$ cat config.mk
export PLATFORM = sky130hd
export DESIGN_NAME = alu_mul_seq
export DESIGN_NICKNAME = d
export VERILOG_FILES = /design/src/rtl/alu_mul_seq.sv
export SDC_FILE = /design/constraint.sdc
export NUM_CORES = 1
export LEC_CHECK = 0
export CAP_MARGIN = 10
export CORE_UTILIZATION = 47
export CTS_BUF_LIST = sky130_fd_sc_hd__clkbuf_8
export DETAILED_ROUTE_END_ITERATION = 12
export PLACE_DENSITY = 0.83
export SYNTH_ARGS = -nofsm -noshare
export SYNTH_HDL_FRONTEND = slang
export SYNTH_SLANG_ARGS = --single-unit
$ cat constraint.sdc
create_clock -name clk -period 7.2 [get_ports clk]
set_input_delay 0.72 -clock clk [delete_from_list [all_inputs] [get_ports clk]]
set_output_delay 0.72 -clock clk [all_outputs]
set_load 0.03 [all_outputs]
$ cat src/rtl/alu_mul_seq.sv
// alu_mul_seq -- unsigned WIDTH x WIDTH -> 2*WIDTH shift-add multiplier.
//
// Drives the external function unit (ALU) as its only adder. It issues one
// ADD or PASS per cycle and takes 32 iterations per product.
//
// Ports:
//   clk, rst          clock, asynchronous active-high reset
//   start             begin a multiply (sampled only while idle)
//   mcand, mplier     operands, captured on an accepted start
//   alu_a, alu_b      function-unit operand drive (A = p_hi, B = multiplicand)
//   alu_gselect       function-unit op select {S2,S1,S0,Cin}
//   alu_g, alu_c      function-unit result and carry-out
//   busy              high while iterating
//   done              one-cycle pulse when product becomes valid
//   product           last result, held until the next one completes
module alu_mul_seq #(
  parameter int WIDTH = 32,
  parameter int CNT_W = 5
) (
  input  logic               clk,
  input  logic               rst,
  input  logic               start,
  input  logic [WIDTH-1:0]   mcand,
  input  logic [WIDTH-1:0]   mplier,
  output logic [WIDTH-1:0]   alu_a,
  output logic [WIDTH-1:0]   alu_b,
  output logic [3:0]         alu_gselect,
  input  logic [WIDTH-1:0]   alu_g,
  input  logic               alu_c,
  output logic               busy,
  output logic               done,
  output logic [2*WIDTH-1:0] product
);

  localparam logic [0:0] S_IDLE  = 1'b0;
  localparam logic [0:0] S_RUN   = 1'b1;
  localparam logic [3:0] GS_PASS = 4'b0000;  // G = A, C = 0
  localparam logic [3:0] GS_ADD  = 4'b0010;  // G = A + B, C = carry

  logic [0:0]         state_q,   state_d;
  logic [CNT_W-1:0]   cnt_q,     cnt_d;
  logic [WIDTH-1:0]   p_hi_q,    p_hi_d;
  logic [WIDTH-1:0]   p_lo_q,    p_lo_d;
  logic [WIDTH-1:0]   mcand_q,   mcand_d;
  logic [2*WIDTH-1:0] product_q, product_d;
  logic               done_q,    done_d;
  logic [2*WIDTH-1:0] shifted;

  // The 2*WIDTH+1 bit value {C, G, p_lo} shifted right by one. The carry must
  // be kept: p_hi + mcand can exceed WIDTH bits.
  assign shifted = {alu_c, alu_g, p_lo_q[WIDTH-1:1]};

  // ALU drive depends on registered state only, never on the start/operand inputs.
  assign alu_a       = p_hi_q;
  assign alu_b       = mcand_q;
  assign alu_gselect = (state_q == S_RUN && p_lo_q[0]) ? GS_ADD : GS_PASS;

  assign busy    = (state_q == S_RUN);
  assign done    = done_q;
  assign product = product_q;

  always_comb begin
    state_d   = state_q;
    cnt_d     = cnt_q;
    p_hi_d    = p_hi_q;
    p_lo_d    = p_lo_q;
    mcand_d   = mcand_q;
    product_d = product_q;
    done_d    = 1'b0;
    case (state_q)
      S_IDLE: begin
        if (start) begin
          mcand_d = mcand;
          p_lo_d  = mplier;
          p_hi_d  = '0;
          cnt_d   = '0;
          state_d = S_RUN;
        end
      end
      S_RUN: begin
        {p_hi_d, p_lo_d} = shifted;
        cnt_d            = cnt_q + 1'b1;
        if (cnt_q == CNT_W'(WIDTH - 1)) begin
          state_d   = S_IDLE;
          product_d = shifted;
          done_d    = 1'b1;
        end
      end
      default: state_d = S_IDLE;
    endcase
  end

  always_ff @(posedge clk or posedge rst) begin
    if (rst) begin
      state_q   <= S_IDLE;
      cnt_q     <= '0;
      p_hi_q    <= '0;
      p_lo_q    <= '0;
      mcand_q   <= '0;
      product_q <= '0;
      done_q    <= 1'b0;
    end else begin
      state_q   <= state_d;
      cnt_q     <= cnt_d;
      p_hi_q    <= p_hi_d;
      p_lo_q    <= p_lo_d;
      mcand_q   <= mcand_d;
      product_q <= product_d;
      done_q    <= done_d;
    end
  end

endmodule

==> qor.yml <==
outcome:
  outcome: "complete, no violations"
timing:
  fin_skew_ns: 0.00945
  min_period_ns: 3.20
  worst_slew_pin_slew_ns: 1.20
  max_freq_ghz: 0.313
  finalHoldViolCount: 0
  setup_viol: 0
  timing.final.ws_setup_ns: 4.00
  relSlewSlack_pct: 20.2
  slew_violations: 0
  rsz0062_at_grt: "no"
  period_share_pct: 44.4
  setup_tns_ns: 0
critical_path:
  critPathKind: "flip-flop to output pin"
  start_kind: "flip-flop"
  cp_max_fo: 106
  cp.buffers_inverters: 1
  cpLargestDelayFamily: "flip-flops"
  slowest_stage: "dfrtp_4"
  cp_cell_sequence: "and2_1 > clkdlybuf4s50_1"
  worstPathRequired_ns: 6.48
  cp.arrival_ns: 2.48
  cp-end-kind: "output pin"
  r2r_slack_ns: 4.47
  slowest_delay_ns: 1.08
logic_synthesis:
  synth_compound_area_share_pct: 6.27
  synth_edf_count: 0
  yosysMostFrequentCell: "dfrtp_1"
  ys_seq_area_share_pct: 61.8
  synth_area_leader_cell: "dfrtp_1"
  yosysWarnings: 0
  muxShareOfSynthArea_pct: 23.4
  synth_xor_area_share_pct: 0
  synth_top_area_share_pct: 61.8
  syn_area_per_cell_um2: 14.1
  synth_common_cells: "dfrtp_1 (167), nand2_1 (64), o21ai_0 (50)"
  syn_inst: 478
  synth_cell_types: 23
  synth_area_leaders: "dfrtp_1 (62%), mux2_4 (11%), mux2_2 (7.8%), mux2i_1 (4.7%), o21ai_0 (3.7%)"
  synthAdderAreaFrac_pct: 0.370
  synth_seq_cells: 167
  synth_ff_type: "dfrtp_1"
  synth_top_family_by_area: "multiplexers"
  synth_simple_gate_area_share_pct: 4.39
  syn_area_mm2: 0.00676
  synthArstFlopShare_pct: 100
power:
  p_sw_w: 0.00152
  power_frac_comb_pct: 42.5
  max-vdd-ir-drop_uv: 229
  power.internal_w: 0.00253
  pwr-share-seq_pct: 39.8
  switching_share_pct: 37.6
  power_per_cell_area_mw_per_mm2: 425
  p_leak_nw: 4.31
  clock_power_share_pct: 17.7
route:
  first_iter_violations: 201
  drt_wl_total_um: 15300
  ant_nets: 0
  dr_total_vias: 4471
  viasPerCell: 5.02
  drc: 0
  drt-wirelength-per-cell_um: 17.2
  dr.pass1.iters: 4
clocking:
  cts_tree: "yes"
  clockBufferDepth: 2
  htreeDepth: 4
  ctsResizeCount: 0
  cts_root_buffer: "clkbuf_8"
  path_clk_slew_ns: 0.08
  numCtsBuffers: 17
  clkSinkCount: 167
  hold_buffers: 0
  cts_setup_buffers: 0
  clkLatencyLatePin_ns: 0.44
global_route:
  grt_pass1_vias: 4648
  antenna_found_initial: 0
  grt_use_total_pct: 21.0
  grt_max_degree: 107
  grt_pass1_wl_um: 23500
  grt_overflow_total: 0
placement:
  hpwlAfterDp_um: 10200
  pre_cts_ws_ns: 4.21
  numPortBuffers: 230
  gp_congestion: 0.734
die:
  die_area_mm2: 0.0149
  start_util_pct: 48.5
  rows: 43
  pin_count: 234
  die_x_um: 122
  core_mm2: 0.0139
  die_y_um: 122
job:
  maxCapViolCount: 0
worst_hold_path:
  hp-class: "flip-flop to flip-flop"
final_layout:
  antenna_cells: 0
  drive_above_1_share_pct: 18.7
  area_growth_pct: 40.9
  finalNetCount: 800
-- worst reg2reg max path: cells and delay by family, from the launching register on --
kind          cells  cell delay, ns
flops             1            1.08
simple gates      1            0.94
mux               1            0.59
-- registers in the layout, summed over array words and instances (netlist names) --
register and cells:
cnt_q 5, p_lo_q 32, product 64, alu_b 32, alu_a 32, busy 1, done 1
-- cell type report --
type / instances / area (um^2)
multi-input combinational: 276 / 2350
tap: 180 / 225
clock inverter: 11 / 156
clock buffer: 20 / 275
sequential: 167 / 4180
inverter: 4 / 20.0
timing repair buffer: 232 / 2310
fill: 995 / 4410
-- metrics by stage --
step                      instances  instance area, um^2  total power (W)  hold slack, ns  utilization [%]
final                           890                 9520          0.00405           0.503             68.3
after global routing            890                 9520          0.00426           0.511             68.3
after CTS                       890                 9520          0.00408           0.506             68.3
after detailed placement        859                 9090          0.00335           0.483             65.3
after global placement          859                 9090          0.00329           0.460             65.3
after floorplan                 480                 6770          0.00261           0.443                -
-- metal layers --
metal | vias to the layer above | GRT usage [%] | share of wire, %
met4 | 0 | 6.64 | 1.4
met5 | - | 0 | 0
met2 | 167 | 34.1 | 49
met3 | 23 | 7.82 | 7.2
li1 | 2093 | - | -
met1 | 2188 | 25.9 | 42
-- logic make-up (layout without fill, tap and decap cells) --
group | Yosys count | in the layout
and+or+nand+nor | 73 | 73
AOI/OAI and AO/OA | 70 | 70
muxes | 128 | 128
DFF | 167 | 167
adders and majority gates | 2 | 2
buffers and inverters | 37 | 267
other | 1 | 3
-- layout by cell type, fill, tap and decap left out, drive strengths merged --
cell type / instances
nand3: 4
nor2: 1
o21ai: 50
clkinv: 2
nand4: 1
and3: 1
clkdlybuf4s50: 229
mux2i: 32
nand2: 64
nand2b: 1
dfrtp: 167
ha: 2
inv: 7
and2: 1
conb: 3
o31ai: 1
bufinv: 4
buf: 3
clkinvlp: 2
mux2: 96
a22o: 19
clkbuf: 20
-- power by group through the flow --
stage | Combinational, W | Sequential [W] | Clock (W)
after CTS | 0.00174 | 0.00161 | 0.000731
after floorplan | 0.000592 | 0.00202 | 0
after global routing | 0.00183 | 0.00166 | 0.000775
after detailed placement | 0.00173 | 0.00162 | 0
final | 0.00172 | 0.00161 | 0.000717
after global placement | 0.00169 | 0.00160 | 0
-- final timing paths --
check                      startpoint             end  depth (start not counted)
min                         alu_a[23]       alu_a[23]                          1
max                              busy  alu_gselect[1]                          2
max in group asynchronous         rst            busy                          3
max reg2reg                      busy     product[58]                          2
min reg2reg                 alu_a[23]       alu_a[23]                          1
min in group asynchronous         rst       alu_b[18]                          2
Note: power is estimated with default switching activity, not from simulation.
